===== src/rtl/axi_dac_jesd204_pkg.sv =====
// axi_dac_jesd204_pkg
//   Shared definitions for the JESD204 DAC start/stop sequencer:
//   the state-register width and the FSM state encodings.
//   No ports (package).
package axi_dac_jesd204_pkg;

  localparam int SEQ_STATE_W = 3;

  // Encodings 5-7 are unused; the FSM recovers from them to IDLE.
  typedef enum logic [SEQ_STATE_W-1:0] {
    ST_IDLE  = 3'd0,
    ST_ARMED = 3'd1,
    ST_ALIGN = 3'd2,
    ST_DELAY = 3'd3,
    ST_RUN   = 3'd4
  } seq_state_t;

endpackage


===== src/rtl/axi_dac_jesd204_tx_sequencer_if.sv =====
// axi_dac_jesd204_tx_sequencer_if
//   DMA sample stream into the DAC sequencer.
//   valid : source has a beat on data this cycle
//   data  : DW-bit packed samples, channel i in lane i
//   ready : sink consumes data this cycle
//   Modports: master = DMA side, slave = sequencer side.
interface axi_dac_jesd204_tx_sequencer_if #(
  parameter int DW = 64
);
  logic          valid;
  logic [DW-1:0] data;
  logic          ready;

  modport master (output valid, output data, input ready);
  modport slave  (input valid, input data, output ready);
endinterface


===== src/rtl/axi_dac_jesd204_sat_cnt.sv =====
// axi_dac_jesd204_sat_cnt
//   Saturating up-counter with synchronous clear.
//   clk   : clock
//   srst  : synchronous active-high reset (count -> 0)
//   clr   : clear; when asserted together with inc the count becomes 1
//   inc   : increment by one, holding at all-ones
//   count : current value
module axi_dac_jesd204_sat_cnt #(
  parameter int WIDTH = 16
) (
  input  logic             clk,
  input  logic             srst,
  input  logic             clr,
  input  logic             inc,
  output logic [WIDTH-1:0] count
);

  logic [WIDTH-1:0] count_reg;

  always_ff @(posedge clk) begin
    if (srst) begin
      count_reg <= '0;
    end else if (clr) begin
      // An event in the clearing cycle is not lost: it becomes the first count.
      count_reg <= inc ? WIDTH'(1) : '0;
    end else if (inc && !(&count_reg)) begin
      count_reg <= count_reg + 1'b1;
    end
  end

  assign count = count_reg;

endmodule


===== src/rtl/axi_dac_jesd204_tx_sequencer.sv =====
// axi_dac_jesd204_tx_sequencer
//   Start/stop sequencer between the DMA stream and the DAC data bus.
//   Arms on cfg_arm, qualifies on link_ready (and ext_sync when enabled),
//   aligns the start to an LMFC edge plus cfg_start_delay cycles, then
//   passes DMA beats through one register stage. Missing beats in RUN are
//   replaced by zeros and counted; link loss or cfg_stop returns to IDLE.
//   Ports:
//     dac_clk, dac_rst       clock, synchronous active-high reset
//     cfg_*                  software controls (arm/stop/clear pulses,
//                            ext-sync enable, start delay)
//     dac_enable             per-channel enable, disabled lanes output zero
//     link_ready, lmfc_edge  JESD204 link status and LMFC boundary strobe
//     ext_sync               external start trigger (level)
//     dma                    DMA stream (slave side)
//     dac_data               registered samples to the framer
//     seq_state/seq_running  FSM state and RUN indicator
//     status_unf, status_link_lost, unf_count   sticky status
module axi_dac_jesd204_tx_sequencer
  import axi_dac_jesd204_pkg::*;
#(
  parameter int NUM_CHANNELS    = 1,
  parameter int DATA_PATH_WIDTH = 4,
  parameter int DELAY_WIDTH     = 8,
  parameter int UNF_CNT_WIDTH   = 16,
  localparam int CDW = 16 * DATA_PATH_WIDTH,
  localparam int DW  = CDW * NUM_CHANNELS
) (
  input  logic                     dac_clk,
  input  logic                     dac_rst,
  input  logic                     cfg_arm,
  input  logic                     cfg_stop,
  input  logic                     cfg_ext_sync_en,
  input  logic [DELAY_WIDTH-1:0]   cfg_start_delay,
  input  logic                     cfg_status_clr,
  input  logic [NUM_CHANNELS-1:0]  dac_enable,
  input  logic                     link_ready,
  input  logic                     lmfc_edge,
  input  logic                     ext_sync,
  axi_dac_jesd204_tx_sequencer_if.slave dma,
  output logic [DW-1:0]            dac_data,
  output logic [SEQ_STATE_W-1:0]   seq_state,
  output logic                     seq_running,
  output logic                     status_unf,
  output logic                     status_link_lost,
  output logic [UNF_CNT_WIDTH-1:0] unf_count
);

  seq_state_t             state_reg;
  logic [DELAY_WIDTH-1:0] delay_cnt_reg;
  logic                   seq_running_reg;
  logic                   status_unf_reg;
  logic                   status_link_lost_reg;

  logic sync_ok;
  logic link_abort;
  logic run_active;
  logic underflow;

  assign sync_ok    = link_ready && (ext_sync || !cfg_ext_sync_en);
  // cfg_stop outranks link loss, so a simultaneous stop does not flag link loss.
  assign link_abort = !cfg_stop && !link_ready && (state_reg != ST_IDLE);
  // A RUN cycle that is leaving for IDLE on this edge neither forwards data nor counts underflow.
  assign run_active = (state_reg == ST_RUN) && !cfg_stop && link_ready;
  assign underflow  = run_active && !dma.valid;

  // Sequencer FSM; seq_running is registered alongside the state.
  always_ff @(posedge dac_clk) begin
    if (dac_rst) begin
      state_reg       <= ST_IDLE;
      delay_cnt_reg   <= '0;
      seq_running_reg <= 1'b0;
    end else begin
      seq_running_reg <= 1'b0;
      if (cfg_stop || link_abort) begin
        state_reg <= ST_IDLE;
      end else begin
        case (state_reg)
          ST_IDLE: begin
            if (cfg_arm) state_reg <= ST_ARMED;
          end
          ST_ARMED: begin
            if (sync_ok) state_reg <= ST_ALIGN;
          end
          ST_ALIGN: begin
            if (lmfc_edge) begin
              if (cfg_start_delay == '0) begin
                state_reg       <= ST_RUN;
                seq_running_reg <= 1'b1;
              end else begin
                delay_cnt_reg <= cfg_start_delay;
                state_reg     <= ST_DELAY;
              end
            end
          end
          ST_DELAY: begin
            // The loaded value N yields exactly N DELAY cycles before RUN.
            if (delay_cnt_reg <= DELAY_WIDTH'(1)) begin
              state_reg       <= ST_RUN;
              seq_running_reg <= 1'b1;
            end else begin
              delay_cnt_reg <= delay_cnt_reg - 1'b1;
            end
          end
          ST_RUN: begin
            seq_running_reg <= 1'b1;
          end
          default: begin
            state_reg <= ST_IDLE;
          end
        endcase
      end
    end
  end

  // Sticky flags; a set in the clearing cycle wins over the clear.
  always_ff @(posedge dac_clk) begin
    if (dac_rst) begin
      status_unf_reg       <= 1'b0;
      status_link_lost_reg <= 1'b0;
    end else begin
      if (underflow)           status_unf_reg <= 1'b1;
      else if (cfg_status_clr) status_unf_reg <= 1'b0;

      if (link_abort)          status_link_lost_reg <= 1'b1;
      else if (cfg_status_clr) status_link_lost_reg <= 1'b0;
    end
  end

  axi_dac_jesd204_sat_cnt #(
    .WIDTH (UNF_CNT_WIDTH)
  ) u_unf_cnt (
    .clk   (dac_clk),
    .srst  (dac_rst),
    .clr   (cfg_status_clr),
    .inc   (underflow),
    .count (unf_count)
  );

  // Data register stage, one lane per channel, zero unless a beat is consumed on an enabled lane.
  for (genvar gi = 0; gi < NUM_CHANNELS; gi++) begin : g_lane
    logic [CDW-1:0] lane_reg;

    always_ff @(posedge dac_clk) begin
      if (dac_rst) begin
        lane_reg <= '0;
      end else if (run_active && dma.valid && dac_enable[gi]) begin
        lane_reg <= dma.data[CDW*gi +: CDW];
      end else begin
        lane_reg <= '0;
      end
    end

    assign dac_data[CDW*gi +: CDW] = lane_reg;
  end

  assign dma.ready        = (state_reg == ST_RUN);
  assign seq_state        = state_reg;
  assign seq_running      = seq_running_reg;
  assign status_unf       = status_unf_reg;
  assign status_link_lost = status_link_lost_reg;

endmodule

===== src/flat_wrapper.sv =====
// flat-port wrapper written by rule: the top's interface ports become plain ports
module axi_dac_jesd204_tx_sequencer_flat import axi_dac_jesd204_pkg::*;
#(
  parameter int NUM_CHANNELS    = 1,
  parameter int DATA_PATH_WIDTH = 4,
  parameter int DELAY_WIDTH     = 8,
  parameter int UNF_CNT_WIDTH   = 16,
  localparam int CDW = 16 * DATA_PATH_WIDTH,
  localparam int DW  = CDW * NUM_CHANNELS
)
  (dac_clk, dac_rst, cfg_arm, cfg_stop, cfg_ext_sync_en, cfg_start_delay, cfg_status_clr, dac_enable, link_ready, lmfc_edge, ext_sync, dac_data, seq_state, seq_running, status_unf, status_link_lost, unf_count, dma_valid, dma_data, dma_ready);
  axi_dac_jesd204_tx_sequencer_if dma_i ();
  input  logic dac_clk;
  input  logic dac_rst;
  input  logic cfg_arm;
  input  logic cfg_stop;
  input  logic cfg_ext_sync_en;
  input  logic [DELAY_WIDTH-1:0] cfg_start_delay;
  input  logic cfg_status_clr;
  input  logic [NUM_CHANNELS-1:0] dac_enable;
  input  logic link_ready;
  input  logic lmfc_edge;
  input  logic ext_sync;
  output logic [DW-1:0] dac_data;
  output logic [SEQ_STATE_W-1:0] seq_state;
  output logic seq_running;
  output logic status_unf;
  output logic status_link_lost;
  output logic [UNF_CNT_WIDTH-1:0] unf_count;
  input wire logic [$bits(dma_i.valid)-1:0] dma_valid;
  input wire logic [$bits(dma_i.data)-1:0] dma_data;
  output wire logic [$bits(dma_i.ready)-1:0] dma_ready;
  assign dma_i.valid = dma_valid;
  assign dma_i.data = dma_data;
  assign dma_ready = dma_i.ready;
  axi_dac_jesd204_tx_sequencer #(.NUM_CHANNELS(NUM_CHANNELS), .DATA_PATH_WIDTH(DATA_PATH_WIDTH), .DELAY_WIDTH(DELAY_WIDTH), .UNF_CNT_WIDTH(UNF_CNT_WIDTH)) u_core (.dac_clk(dac_clk), .dac_rst(dac_rst), .cfg_arm(cfg_arm), .cfg_stop(cfg_stop), .cfg_ext_sync_en(cfg_ext_sync_en), .cfg_start_delay(cfg_start_delay), .cfg_status_clr(cfg_status_clr), .dac_enable(dac_enable), .link_ready(link_ready), .lmfc_edge(lmfc_edge), .ext_sync(ext_sync), .dma(dma_i), .dac_data(dac_data), .seq_state(seq_state), .seq_running(seq_running), .status_unf(status_unf), .status_link_lost(status_link_lost), .unf_count(unf_count));
endmodule

===== config.mk =====
export PLATFORM = sky130hd
export DESIGN_NAME = axi_dac_jesd204_tx_sequencer_flat
export DESIGN_NICKNAME = d
export VERILOG_FILES = /design/src/rtl/axi_dac_jesd204_pkg.sv /design/src/rtl/axi_dac_jesd204_tx_sequencer_if.sv /design/src/rtl/axi_dac_jesd204_sat_cnt.sv /design/src/rtl/axi_dac_jesd204_tx_sequencer.sv /design/src/flat_wrapper.sv
export SDC_FILE = /design/constraint.sdc
export NUM_CORES = 1
export LEC_CHECK = 0
export BUFFER_PORTS_ARGS = -buffer_cell sky130_fd_sc_hd__buf_2
export CORE_MARGIN = 3
export CORE_UTILIZATION = 51
export CTS_BUF_LIST = sky130_fd_sc_hd__clkbuf_8
export DETAILED_ROUTE_END_ITERATION = 7
export HOLD_SLACK_MARGIN = 0.05
export PLACE_DENSITY = 0.87
export SYNTH_ARGS = -nofsm -noshare
export SYNTH_HDL_FRONTEND = slang
export SYNTH_SLANG_ARGS = --single-unit

===== constraint.sdc =====
create_clock -name dac_clk -period 4.5 [get_ports dac_clk]
set_input_delay 0.225 -clock dac_clk [delete_from_list [all_inputs] [get_ports dac_clk]]
set_output_delay 0.225 -clock dac_clk [all_outputs]
set_load 0.03 [all_outputs]

# Word-level counts from Yosys, hierarchy flattened
# Index checks and enable logic that the tools add are counted.
# word_totals
wordCells,71
out_inout_bits,87
reg_bits,94
inputBits,83
# classes
mux,20
n_bitwise,3
order_cmp,1
n_eq_ne,10
reduce_logical,28
addsub,2
# op_table
op,n
2-to-1 mux 16 bit,2
2-to-1 mux 8 bit,3
adder 16 x 1 -> 16 bit (second input constant),1
case mux 8 bit (2 select lines),1
AND reduction 16 bit,1
2-to-1 mux 3 bit,5
case mux 3 bit (5 select lines),1
AND reduction 5 bit,2
logical AND 1 bit,9
less-or-equal comparator 8 x 1 -> 1 bit (second input constant),1
logical NOT 8 bit,1
!= test 2 bit (second input constant),4
nonzero test 2 bit,4
subtractor 8 x 1 -> 8 bit (second input constant),1
2-to-1 mux 1 bit,7
== test 3 x 2 -> 1 bit (second input constant),2
logical NOT 1 bit,5
!= test 2 x 1 -> 1 bit (second input constant),2
OR reduction 2 bit,2
== test 3 x 1 -> 1 bit (second input constant),1
== test 3 bit (second input constant),1
logical NOT 3 bit,1
inverter 1 bit,3
case mux 1 bit (3 select lines),1
2 further kinds,3

# Depth between registers and ports, before layout
# depth
ltp_word,7
mapped_depth,7
mapped_depth_nobuf,7

# By module
# A second synthesis with hierarchy kept.
# hier_totals
cells_unflattened,365
area_unflattened_um2,3631.0
# by_module_without_submodules
mod,instances,area_per_inst_um2,cells_per_inst,seq_area_each_um2
axi_dac_jesd204_tx_sequencer,1,2702.6,258,1561.5
axi_dac_jesd204_sat_cnt,1,928.4,107,320.3

# Worst setup path before layout
# Ideal clock, no wire load.
# synth_timing
path_kind,register to register
start,reg u_core.state_reg[2] (netlist: u_core.seq_state[2])
end,reg u_core.u_unf_cnt.count_reg[9] (netlist: u_core.u_unf_cnt.count[9])
period_less_slack_ns,2.463
n_path_buf,0
slack_ns,2.037
setup_ns,0.060
arrival_ns,2.403
required_ns,4.440
stages_incl_launch_ff,6
cell_sequence,dfxtp_1 > nor3b_2 > nand3_1 > or3_1 > or4_1 > nand2_1
# synth_between
elab_chain_len,6
# synth_rtl
element,line_no,rtl
start: declaration,axi_dac_jesd204_tx_sequencer.sv:48,seq_state_t state_reg;
start signal: assignment,axi_dac_jesd204_tx_sequencer.sv:69,state_reg <= ST_IDLE;
start signal: assignment,axi_dac_jesd204_tx_sequencer.sv:75,state_reg <= ST_IDLE;
start signal: assignment,axi_dac_jesd204_tx_sequencer.sv:79,if (cfg_arm) state_reg <= ST_ARMED;
== test 3 bit,--,
net dma_ready,flat_wrapper.sv:32,output wire logic [$bits(dma_i.ready)-1:0] dma_ready;
logical AND 1 bit (2 in series),axi_dac_jesd204_tx_sequencer.sv:63,assign run_active = (state_reg == ST_RUN) && !cfg_stop && link_ready;
logical AND 1 bit,axi_dac_jesd204_tx_sequencer.sv:64,assign underflow = run_active && !dma.valid;
logical AND 1 bit,axi_dac_jesd204_sat_cnt.sv:26,end else if (inc && !(&count_reg)) begin
nonzero test 2 bit (no line),--,
end signal: assignment,axi_dac_jesd204_sat_cnt.sv:25,count_reg <= inc ? WIDTH'(1) : '0;
end signal: assignment,axi_dac_jesd204_sat_cnt.sv:27,count_reg <= count_reg + 1'b1;
end: declaration,axi_dac_jesd204_sat_cnt.sv:18,logic [WIDTH-1:0] count_reg;
# The timed path passes the listed nets, and every way through them passes these cells.
# A chain may end at the register's enable or synchronous reset.

# Final worst setup path
# layout_timing
start,reg u_core.state_reg[2] (netlist: u_core.seq_state[2])
end,reg u_core.u_unf_cnt.count_reg[9] (netlist: u_core.u_unf_cnt.count[9])
# layout_between
elab_chain_len,6
# layout_rtl
element,line_no
== test 3 bit,axi_dac_jesd204_tx_sequencer.sv:63
logical AND 1 bit (2 in series),axi_dac_jesd204_tx_sequencer.sv:63
logical AND 1 bit,axi_dac_jesd204_tx_sequencer.sv:64
logical AND 1 bit,axi_dac_jesd204_sat_cnt.sv:26
nonzero test 2 bit (no line),--
# Every way passes these cells.

==> results.sh <==
export IMPL_critPathKind="register to register"
export IMPL_final_util_pct=72.12
export IMPL_synth_edf_count=0
export IMPL_fin_skew_ns=0.01316
export IMPL_r2r_start="u_core.seq_state[2]"
export IMPL_cp_required_ns=4.80
export IMPL_cts_root_buf="clkbuf_8"
export IMPL_cts_buffers=9
export IMPL_routed_top_layer="met4"
export IMPL_grt_setup_unrepaired="false"
export IMPL_dr_pass1_iters=4
export IMPL_met2RoutedLength_um=4929
export IMPL_synth_flop_cell="dfxtp_1"
export IMPL_path_buf_inv=0
export IMPL_wl_per_cell_um=15.30
export IMPL_finalInstanceArea_mm2=0.004684
export IMPL_whs_ns=0.06527
export IMPL_cp_max_fo=8
export IMPL_largest_reg_flops=64
export IMPL_setup_viol=0
export IMPL_track_usage_pct=23.63
export IMPL_power_total_mw=1.564
export IMPL_vias_per_cell=5.186
export IMPL_rows=29
export IMPL_cpPeakStageDelay_ns=0.45
export IMPL_synth_nets=449
export IMPL_critPathLaunch="u_core.seq_state[2]"
export IMPL_tns_ns=0
export IMPL_r2r_end="u_core.u_unf_cnt.count[9]"
export IMPL_die_y_um=88.60
export IMPL_yosysSeqAreaShare_pct=54.08
export IMPL_wl_met3_um=904
export IMPL_place_congestion=0.9321
export IMPL_leakagePower_nw=2.265
export IMPL_drt_iter0_drc=119
export IMPL_hold_viol=0
export IMPL_initial_utilization_pct=53.57
export IMPL_grt_pass1_wl_um=14280
export IMPL_dp_cells=597
export IMPL_post_route_worst_setup_slack_ns=2.365
export IMPL_vias=3210
export IMPL_io_pins=170
export IMPL_fin_crit_sh_pct=47.44
export IMPL_htree_levels=3
export IMPL_drv_cap=0
export IMPL_synth_seq_cells=94
export IMPL_netlist_area_mm2=0.003480
export IMPL_die_area_mm2=0.007850
export IMPL_rr_worst_depth=5
export IMPL_placed_area_mm2=0.004379
export IMPL_postCtsSetupBuffers=0
export IMPL_critPathLaunchType="register"
export IMPL_detail_route_antenna_nets=0
export IMPL_grt_antenna_before_repair=1
export IMPL_grt_overflow=0
export IMPL_critPathTopFamily="simple AND/OR/NAND/NOR gates"
export IMPL_drive_gt1_share_pct=36.23
export IMPL_path_cells="nor3b_2, nand3_1, or3_1, or4_1, nand2_1"
export IMPL_synth_cells=363
export IMPL_crit_cells=5
export IMPL_clk_path_buf_depth=2
export IMPL_drc_errors=0
export IMPL_detail_route_wirelength_um=9468
export IMPL_endpoint_kind="register"
export IMPL_cp_arrival_ns=2.43
export IMPL_avgSynthCellArea_um2=9.586
export IMPL_die_w_um=88.60
export IMPL_final_instance_count_excl_fill=619
export IMPL_relSlewSlack_pct=52.12
export IMPL_period_needed_ns=2.135
export IMPL_r2r_slack_ns=2.37
export IMPL_first_global_vias=3111
export IMPL_syn2layout_area_growth_pct=34.63
export IMPL_min_path_type="input pin to register"
export IMPL_ys_warn_count=0
export IMPL_clock_latency_ns=0.35
export IMPL_synth_cell_types=51
export IMPL_cts_reportedPaths_clkPinSlew_ns=0.10
export IMPL_worst_pin_slew_ns=0.7127
export IMPL_m1WireLength_um=3567
export IMPL_cts_tree="done"
export IMPL_endpoint="u_core.u_unf_cnt.count[9]"
export IMPL_nets=623
export IMPL_dp_hpwl_um=6753
export IMPL_io_buffers=169
export IMPL_pre_cts_slack_ns=2.404
export IMPL_async_flop_share_pct=0
export IMPL_power_density_mw_per_mm2=333.8
export IMPL_core_mm2=0.006495
export IMPL_drv_slew=0
export IMPL_peakVddDrop_v=0.0003167
export IMPL_crit_slowest_cell="dfxtp_1"
export IMPL_max_freq_mhz=468.5
export IMPL_cts_sinks=94
export IMPL_outcome="completed"
export IMPL_grt_max_degree=65
cell families (layout without fill, tap and decap cells):
kind of cell / after synthesis / after routing / synth area share, %
other: 0 / 1 / 0
adder cells (fa/ha/maj): 3 / 3 / 1.079
flip-flops: 94 / 94 / 54.08
AO/OA/AOI/OAI: 58 / 58 / 11.11
XOR/XNOR: 7 / 7 / 1.762
buffers and inverters: 18 / 196 / 1.978
AND/OR/NAND/NOR: 182 / 182 / 29.70
multiplexers: 1 / 1 / 0.2877
where the power goes:
part / total (mW) / switching (mW) / internal, mW / leakage [nW]
clock network: 0.665 / 0.292 / 0.373 / 0.122
registers: 0.834 / 0.00184 / 0.832 / 0.757
logic: 0.0647 / 0.0283 / 0.0363 / 1.39
synthesized netlist by cell type, types with 2 or more instances:
cell type	number	share of area, %
a211oi_1	2	0.43
a21o_1	2	0.43
a21oi_1	21	3.0
a31oi_1	3	0.54
and2_1	68	12
and3_1	3	0.54
clkbuf_1	12	1.3
dfxtp_1	94	54
ha_1	3	1.1
inv_1	5	0.54
nand2_1	28	3.0
nand3_1	11	1.6
nand3b_1	4	0.86
nand4_1	4	0.72
nor2_1	25	2.7
nor2b_1	3	0.54
nor3_1	10	1.4
nor3b_1	2	0.43
nor4_1	7	1.3
o211ai_1	2	0.43
o21ai_0	14	2.0
o41ai_1	2	0.50
or3_1	3	0.54
or4_1	2	0.43
xnor2_1	7	1.8
area by class of cell:
type / count / area, µm²
clock buffers: 9 / 123.9
repair buffers: 176 / 913.4
fillers: 505 / 1810
multi-input cells: 251 / 1529
well taps: 77 / 96.34
clock inverters: 6 / 118.9
inverters: 5 / 18.77
diodes: 1 / 2.502
flip-flops and latches: 94 / 1882
worst min path at each step:
stage | startpoint | endpoint | slack, ns | cells past startpoint
finish | dma_data[47] | u_core.dac_data[47] | 0.07 | 2
global route | dma_data[24] | u_core.dac_data[24] | 0.05 | 2
CTS | dma_data[56] | u_core.dac_data[56] | 0.05 | 2
detailed placement | dma_data[16] | u_core.dac_data[16] | 0.43 | 2
global placement | dma_data[21] | u_core.dac_data[21] | 0.42 | 2
floorplan | cfg_stop | u_core.seq_running | 0.30 | 1
what timing repair did:
action	CTS	global route
resized for setup	0	0
hold buffers	3	3
hold endpoints to repair	3	3
layer usage:
metal  vias up  GRT usage (%)
met5         -              0
met4         0          7.830
met3         5          10.24
met2       150          40.99
met1      1454          25.93
li1       1601              -
layout by cell type (no fill, tap or decap), types with 6 or more instances in the layout:
master / Yosys / routed
dlygate4sd3_1: 0 / 6
clkbuf_8: 0 / 9
dfxtp_1: 94 / 94
nor2_1: 25 / 25
buf_2: 1 / 169
nor4_1: 7 / 7
xnor2_1: 7 / 7
a21oi_1: 21 / 21
nand2_1: 28 / 28
o21ai_0: 14 / 14
nand3_1: 11 / 11
nor3_1: 10 / 10
and2_1: 68 / 68
No activity file was read; power rests on OpenSTA's default activity.
